$ cat src/rtl/svm_pkg.sv
// Shared defaults for the SVM detection collector: score format and window index width.
package svm_pkg;

  localparam int unsigned FEA_I = 4;
  localparam int unsigned FEA_F = 28;
  localparam int unsigned W     = FEA_I + FEA_F;
  localparam int unsigned SW_W  = 11;
  localparam int unsigned DEPTH = 16;

endpackage

$ cat src/rtl/det_fifo.sv
// First-word-fall-through detection FIFO with register storage.
// The head entry is visible whenever the FIFO is non-empty.
module det_fifo #(
  parameter int unsigned DW    = 43,
  parameter int unsigned DEPTH = 16,
  localparam int unsigned AW   = $clog2(DEPTH),
  localparam int unsigned CW   = AW + 1
) (
  input  logic          clk,
  input  logic          rst,
  input  logic          push_i,
  input  logic          pop_i,
  input  logic [DW-1:0] wdata_i,
  output logic [DW-1:0] rdata_o,
  output logic          valid_o,
  output logic          full_o,
  output logic [CW-1:0] count_o
);

  logic [DW-1:0] mem_q [DEPTH];
  logic [AW-1:0] wr_ptr_q, wr_ptr_d;
  logic [AW-1:0] rd_ptr_q, rd_ptr_d;
  logic [CW-1:0] count_q, count_d;
  logic          do_push, do_pop;

  assign valid_o = (count_q != '0);
  assign full_o  = (count_q == CW'(DEPTH));
  assign count_o = count_q;
  assign rdata_o = mem_q[rd_ptr_q];

  // A push into a full FIFO is only legal when the head leaves in the same cycle.
  always_comb begin
    do_pop   = pop_i && valid_o;
    do_push  = push_i && (!full_o || do_pop);
    wr_ptr_d = wr_ptr_q;
    rd_ptr_d = rd_ptr_q;
    count_d  = count_q;
    if (do_push) wr_ptr_d = wr_ptr_q + AW'(1);
    if (do_pop)  rd_ptr_d = rd_ptr_q + AW'(1);
    case ({do_push, do_pop})
      2'b10:   count_d = count_q + CW'(1);
      2'b01:   count_d = count_q - CW'(1);
      default: count_d = count_q;
    endcase
  end

  always_ff @(posedge clk or posedge rst) begin
    if (rst) begin
      wr_ptr_q <= '0;
      rd_ptr_q <= '0;
      count_q  <= '0;
      for (int i = 0; i < int'(DEPTH); i++) mem_q[i] <= '0;
    end else begin
      wr_ptr_q <= wr_ptr_d;
      rd_ptr_q <= rd_ptr_d;
      count_q  <= count_d;
      if (do_push) mem_q[wr_ptr_q] <= wdata_i;
    end
  end

endmodule

$ cat src/rtl/svm_det_collect.sv
// Thresholds SVM window scores, queues detections and keeps per-frame statistics.
// Optional per-frame maximum tracking is enabled with `define SVM_DET_MAX_EN.
module svm_det_collect
  import svm_pkg::*;
#(
  parameter int unsigned FEA_I = svm_pkg::FEA_I,
  parameter int unsigned FEA_F = svm_pkg::FEA_F,
  parameter int unsigned SW_W  = svm_pkg::SW_W,
  parameter int unsigned DEPTH = svm_pkg::DEPTH,
  localparam int unsigned SC_W = FEA_I + FEA_F,
  localparam int unsigned CW   = $clog2(DEPTH) + 1,
  localparam int unsigned NW   = SW_W + 1
) (
  input  logic            clk,
  input  logic            rst,
  input  logic            i_valid,
  input  logic [SC_W-1:0] i_result,
  input  logic [SW_W-1:0] i_sw_id,
  input  logic            i_frame_end,
  input  logic [SC_W-1:0] i_thresh,
  output logic            o_valid,
  input  logic            o_ready,
  output logic [SW_W-1:0] o_sw_id,
  output logic [SC_W-1:0] o_result,
  output logic [CW-1:0]   o_count,
  output logic            o_overflow,
  output logic            o_frame_done,
  output logic [NW-1:0]   o_det_num,
  output logic [SC_W-1:0] o_max_result,
  output logic [SW_W-1:0] o_max_sw_id
);

  localparam int unsigned EW = SW_W + SC_W;

  logic          det, pop, full, drop;
  logic [EW-1:0] head;
  logic [NW-1:0] cnt_q, cnt_d, cnt_inc;
  logic [NW-1:0] det_num_q, det_num_d;
  logic          ovf_q, ovf_d;
  logic          done_q;

  assign det  = i_valid && ($signed(i_result) > $signed(i_thresh));
  assign pop  = o_valid && o_ready;
  assign drop = det && full && !pop;

  det_fifo #(
    .DW    (EW),
    .DEPTH (DEPTH)
  ) u_fifo (
    .clk     (clk),
    .rst     (rst),
    .push_i  (det),
    .pop_i   (o_ready),
    .wdata_i ({i_sw_id, i_result}),
    .rdata_o (head),
    .valid_o (o_valid),
    .full_o  (full),
    .count_o (o_count)
  );

  assign o_sw_id  = head[EW-1:SC_W];
  assign o_result = head[SC_W-1:0];

  // Frame statistics; a detection in the frame-end cycle belongs to the closing frame.
  always_comb begin
    cnt_inc   = (det && (cnt_q != '1)) ? cnt_q + NW'(1) : cnt_q;
    cnt_d     = cnt_inc;
    det_num_d = det_num_q;
    ovf_d     = ovf_q | drop;
    if (i_frame_end) begin
      cnt_d     = '0;
      det_num_d = cnt_inc;
      ovf_d     = drop;
    end
  end

  always_ff @(posedge clk or posedge rst) begin
    if (rst) begin
      cnt_q     <= '0;
      det_num_q <= '0;
      ovf_q     <= 1'b0;
      done_q    <= 1'b0;
    end else begin
      cnt_q     <= cnt_d;
      det_num_q <= det_num_d;
      ovf_q     <= ovf_d;
      done_q    <= i_frame_end;
    end
  end

  assign o_det_num    = det_num_q;
  assign o_overflow   = ovf_q;
  assign o_frame_done = done_q;

`ifdef SVM_DET_MAX_EN
  localparam logic [SC_W-1:0] SCORE_MIN = {1'b1, {(SC_W-1){1'b0}}};

  logic [SC_W-1:0] run_max_q, run_max_d, cand_max;
  logic [SW_W-1:0] run_id_q, run_id_d, cand_id;
  logic            seen_q, seen_d;
  logic [SC_W-1:0] max_res_q, max_res_d;
  logic [SW_W-1:0] max_id_q, max_id_d;

  // Strict compare keeps the earliest window on ties.
  always_comb begin
    cand_max = run_max_q;
    cand_id  = run_id_q;
    if (i_valid && (!seen_q || ($signed(i_result) > $signed(run_max_q)))) begin
      cand_max = i_result;
      cand_id  = i_sw_id;
    end
    run_max_d = cand_max;
    run_id_d  = cand_id;
    seen_d    = seen_q | i_valid;
    max_res_d = max_res_q;
    max_id_d  = max_id_q;
    if (i_frame_end) begin
      max_res_d = cand_max;
      max_id_d  = cand_id;
      run_max_d = SCORE_MIN;
      run_id_d  = '0;
      seen_d    = 1'b0;
    end
  end

  always_ff @(posedge clk or posedge rst) begin
    if (rst) begin
      run_max_q <= SCORE_MIN;
      run_id_q  <= '0;
      seen_q    <= 1'b0;
      max_res_q <= '0;
      max_id_q  <= '0;
    end else begin
      run_max_q <= run_max_d;
      run_id_q  <= run_id_d;
      seen_q    <= seen_d;
      max_res_q <= max_res_d;
      max_id_q  <= max_id_d;
    end
  end

  assign o_max_result = max_res_q;
  assign o_max_sw_id  = max_id_q;
`else
  assign o_max_result = '0;
  assign o_max_sw_id  = '0;
`endif

endmodule

$ cat config.mk
export PLATFORM = sky130hd
export DESIGN_NAME = svm_det_collect
export DESIGN_NICKNAME = d
export VERILOG_FILES = /design/src/rtl/svm_pkg.sv /design/src/rtl/det_fifo.sv /design/src/rtl/svm_det_collect.sv
export SDC_FILE = /design/constraint.sdc
export NUM_CORES = 1
export LEC_CHECK = 0
export BUFFER_PORTS_ARGS = -buffer_cell sky130_fd_sc_hd__buf_2
export CAP_MARGIN = 10
export CORE_UTILIZATION = 30
export CTS_BUF_LIST = sky130_fd_sc_hd__clkbuf_2
export DETAILED_ROUTE_END_ITERATION = 8
export PLACE_DENSITY = 0.56
export RECOVER_POWER = 25
export REMOVE_ABC_BUFFERS = 1
export SLEW_MARGIN = 20
export SYNTH_ARGS = -nofsm -noshare
export SYNTH_HDL_FRONTEND = slang
export SYNTH_SLANG_ARGS = --single-unit
$ cat constraint.sdc
create_clock -name clk -period 67.2 [get_ports clk]
set_input_delay 3.36 -clock clk [delete_from_list [all_inputs] [get_ports clk]]
set_output_delay 3.36 -clock clk [all_outputs]
set_load 0.02 [all_outputs]
# == Yosys cells after proc, flatten, opt, wreduce, memory -nomap -nowiden ==
# Index checks and enable logic that the tools add are counted.
# classes
n_lt_le_gt_ge,4
bitwise_logic,3
add_sub_neg,5
n_reduce_logical,12
n_eq_ne,4
mux,10
# op_table
op,count
bitwise mux 688 bit,1
binary-select mux 43 bit (select 4 bit),1
demux 43 bit (select 4 bit),1
2-to-1 mux 43 bit,3
> comparator 32 bit,1
2-to-1 mux 12 bit,2
"adder 12 x 1 -> 12 bit, second input constant",1
"inequality test 12 bit, second input constant",1
">= comparator 5 bit, second input constant",2
inverter 4 -> 5 bit,2
one-hot mux 5 bit (2 select lines),1
"adder 4 x 1 -> 4 bit, second input constant",2
logical AND 1 bit,7
"adder 5 x 1 -> 5 bit, second input constant",1
"equality test 5 bit, second input constant",1
"less-than comparator 5 x 1 -> 1 bit, second input constant",1
nonzero test 5 bit,1
"subtractor 5 x 1 -> 5 bit, second input constant",1
"equality test 2 x 1 -> 1 bit, second input constant",1
"equality test 2 bit, second input constant",1
logical NOT 1 bit,2
nonzero test 2 bit,1
logical OR 1 bit,1
2-to-1 mux 1 bit,1
OR 1 bit,1
# word_totals
in_bits,80
out_inout_bits,106
elab_cells,61
ff_bits,727

# == Depth between registers and ports, before layout ==
# depth
ltp_word,6
ltp_mapped,22
mapped_depth_nobuf,18

# == By module ==
# Synthesis repeated with hierarchy kept, for this count alone.
# hier_totals
hier_cells,2222
hier_area_um2,33712.3
# modules_own_cells
mod,n_inst,area_each_um2,cells_each
det_fifo,1,31371.3,1943
svm_det_collect,1,2341.0,279

# == Least setup slack after synthesis ==
# No wires, ideal clock.
# synth_timing
path_type,input port to flip-flop
start,in i_thresh[7]
end,reg u_fifo.count_q[4] (netlist: u_fifo.count_o[4])
path_buffers,3
slack_ns,60.113
path_stages,21
arrival_ns,6.956
setup_time_ns,0.132
required_ns,67.068
path_cell_list,inv_1 ha_1 a41o_1 a21oi_1 nor3_1 o41a_1 or3_1 buf_2 a21boi_2 buf_4 nand2_1 ha_1 clkbuf_1 xor2_1 ha_1 o21ai_0 a21oi_1 a21oi_1 xor2_1 nor2_1 xor2_1
# synth_via
elab_chain_len,5
word_cells_on_any_way,7
cone_classes,order compare (1); eq/ne (2); mux (1); reduce/logical (3)
# synth_lines
element,line,rtl
start: declaration,svm_det_collect.sv:20,"input logic [SC_W-1:0] i_thresh,"
> comparator 32 bit *,svm_det_collect.sv:42,assign det = i_valid && ($signed(i_result) > $signed(i_thresh));
logical AND 1 bit *,svm_det_collect.sv:42,
logical AND 1 bit *,det_fifo.sv:34,do_push = push_i && (!full_o || do_pop);
equality test 2 x 1 -> 1 bit or equality test 2 bit (tied branches),det_fifo.sv:40,"case ({do_push, do_pop})"
one-hot mux 5 bit (2 select lines) or nonzero test 2 bit (tied branches),-,
end signal: assignment,det_fifo.sv:56,count_q <= count_d;
end: declaration,det_fifo.sv:23,"logic [CW-1:0] count_q, count_d;"
# Every way passes the cells marked *; elsewhere a longest branch is shown, timed or not.
# A chain may end at the register's enable or synchronous reset.

==> impl_metrics.tcl <==
set metrics [dict create \
    vias 19760 \
    io_pins 186 \
    io_buffer_count 142 \
    syn_to_final_growth_pct 10.9 \
    clkSinkCount 727 \
    gr-usage-all-layers_pct 16.4 \
    synth.ff_latch_count 727 \
    ctsLongestPathBuffers 3 \
    cts_tree "done" \
    fin_crit_sh_pct 22.4 \
    rows 122 \
    die_h_um 338 \
    violations "capacitance limit, slew limit" \
    cp_slowest_stage_delay_ns 6.55 \
    route.antenna.remaining_nets 0 \
    finalHoldViolCount 0 \
    syn_inst 2122 \
    die_area_um2 114000 \
    p_leak_uw 0.0177 \
    fin_nets 2440 \
    stdcell_count 3946 \
    dp.final_hpwl_um 51400 \
    fillers 10794 \
    grt_pass1_vias 21815 \
    post-route-drc-count 0 \
    peakVddDrop_mv 0.0405 \
    ctsResizeCount 0 \
    status "complete, but fails checks" \
    netlist-cell-type-count 48 \
    ys_seq_area_share_pct 53.7 \
    dr.pass1.iters 5 \
    cp-end-kind "asynchronous set/reset pin" \
    yosys_warnings 0 \
    max_freq_mhz 66.3 \
    drt_wl_total_um 91500 \
    syn-cell-area_um2 33900 \
    fin_crit_ns 15.08 \
    cts-root-buf "clkbuf_2" \
    path_cells "buf_2 > clkinvlp_2 > clkbuf_1" \
    gp_congestion 0.759 \
    hold_class "reg -> reg" \
    cts_setup_buffers 0 \
    synth_flop_cell "dfrtp_1" \
    dp.cells 3612 \
    worstPathMaxFanout 174 \
    finalClockSkew_ns 0.106 \
    final_cell_mix "dfrtp_1, mux2_2, clkbuf_2, mux4_2, buf_2" \
    overflow 0 \
    hold_buffers 0 \
    cp.arrival_ns 13.00 \
    multi_input_area_um2 14700 \
    layout_commonest_cell "dfrtp_1" \
    start_util_pct 30.4 \
    tns_ns 0 \
    clk-insertion-delay-late_ns 1.43 \
    syn_avg_cell_area_um2 16.0 \
    critPathKind "in -> async" \
    cts.reportedPaths.clkPinSlew_ns 0.09 \
    worst_pin_slew_ns 9.13 \
    slew_violations 456 \
    grt_start_max_net_pins 175 \
    grt_setup_unrepaired "no" \
    relSlewSlack_pct -509 \
    drt_iter0_drc 893 \
    core_um2 111000 \
    power.density_nw_per_um2 42.4 \
    cts_max_level 4 \
    final-setup-viol-count 0 \
    antenna_found_initial 15 \
    drv_cap 4 \
    required_ns 65.11 \
    synth-edff-count 0 \
    viasPerCell 5.01 \
    numCtsBuffers 191 \
    async_flop_share_pct 100 \
    ff_latch_area_um2 18200 \
    die_w_um 338 \
    drive_above_1_share_pct 56.0 \
    wire_per_inst_um 23.2 \
    cp_slowest_cell "clkbuf_1" \
    grt_pass1_wl_um 139000 \
    start_kind "input port" \
]
[synthesized netlist by cell type, types with 11 or more instances]
library cell | n | area, µm²
mux2_1 | 37 | 417
buf_1 | 18 | 67.6
nand2_1 | 19 | 71.3
xnor2_1 | 15 | 131
buf_4 | 46 | 345
clkbuf_1 | 85 | 319
buf_2 | 64 | 320
mux4_2 | 215 | 4840
nor2_1 | 27 | 101
nand4_4 | 11 | 234
a21oi_1 | 33 | 165
ha_1 | 42 | 526
inv_1 | 39 | 146
dfrtp_1 | 727 | 18200
mux2_2 | 654 | 7360
[critical path, delay by kind of cell]
family | cells | cell delay, ns
buf+inv | 3 | 9.54
[metal layers]
layer  track usage, %  vias to the layer above  part of all wire (%)
met3             3.25                      200                   4.5
met5                0                        -                  0.12
met4             6.21                       16                   2.6
li1                 -                     8363                     -
met1             21.4                    10672                    44
met2             27.0                      509                    49
[logic make-up after synthesis]
kind of cell / count (synthesis) / share of synthesized area, %
AOI/OAI and AO/OA: 64 / 1.13
xor gates and xnor gates: 21 / 0.543
adders and majority gates: 42 / 1.55
buffers and inverters: 253 / 3.57
DFF: 727 / 53.7
muxes: 907 / 37.3
other: 1 / 0.0111
and+or+nand+nor: 107 / 2.19
[layout make-up]
class	instances	area share [%]
tap	1488	4.96
antenna	5	0.0333
inverter	39	0.393
clock inverter	39	0.649
clock buffer	289	3.85
timing repair buffer	175	2.60
multi-input combinational	1184	39.1
sequential	727	48.5
[report_power, final]
part           internal [µW]  total (µW)  leakage (µW)  switching [µW]
clock                    120         306       0.00132             186
combinational            327         593       0.00690             266
sequential               597         694       0.00948            97.1
total                   1040        1590        0.0177             549
[final timing paths]
check | from | end | slack (ns) | depth (start not counted)
max in group clk | u_fifo.rd_ptr_q[1] | o_sw_id[5] | 58.68 | 5
min in group asynchronous | rst | o_det_num[4] | 3.56 | 2
min | u_fifo.mem_q[421] | u_fifo.mem_q[421] | 0.50 | 1
max | rst | u_fifo.rd_ptr_q[2] | 52.12 | 3
max reg2reg | u_fifo.count_o[1] | u_fifo.count_o[4] | 63.23 | 12
min reg2reg | u_fifo.mem_q[421] | u_fifo.mem_q[421] | 0.50 | 1
[per-stage QoR]
stage	setup slack, ns	hold slack [ns]	cell area, µm²	total power, µW	util (%)
finish	52.12	0.496	37600	1590	33.8
global route	49.42	0.508	37600	1700	33.8
CTS	58.42	0.500	37600	1620	33.8
detailed placement	57.96	0.479	35900	1310	32.2
global placement	57.81	0.468	35900	1280	32.2
floorplan	43.44	0.459	33000	1150	-
[sequential cells by signal (all words and copies together) (netlist names)]
register,cells
u_fifo.mem_q,688
u_fifo.wr_ptr_q,4
u_fifo.rd_ptr_q,4
u_fifo.count_o,5
o_frame_done,1
o_det_num,12
o_overflow,1
cnt_q,12
Note: power is estimated with default switching activity, not from simulation.
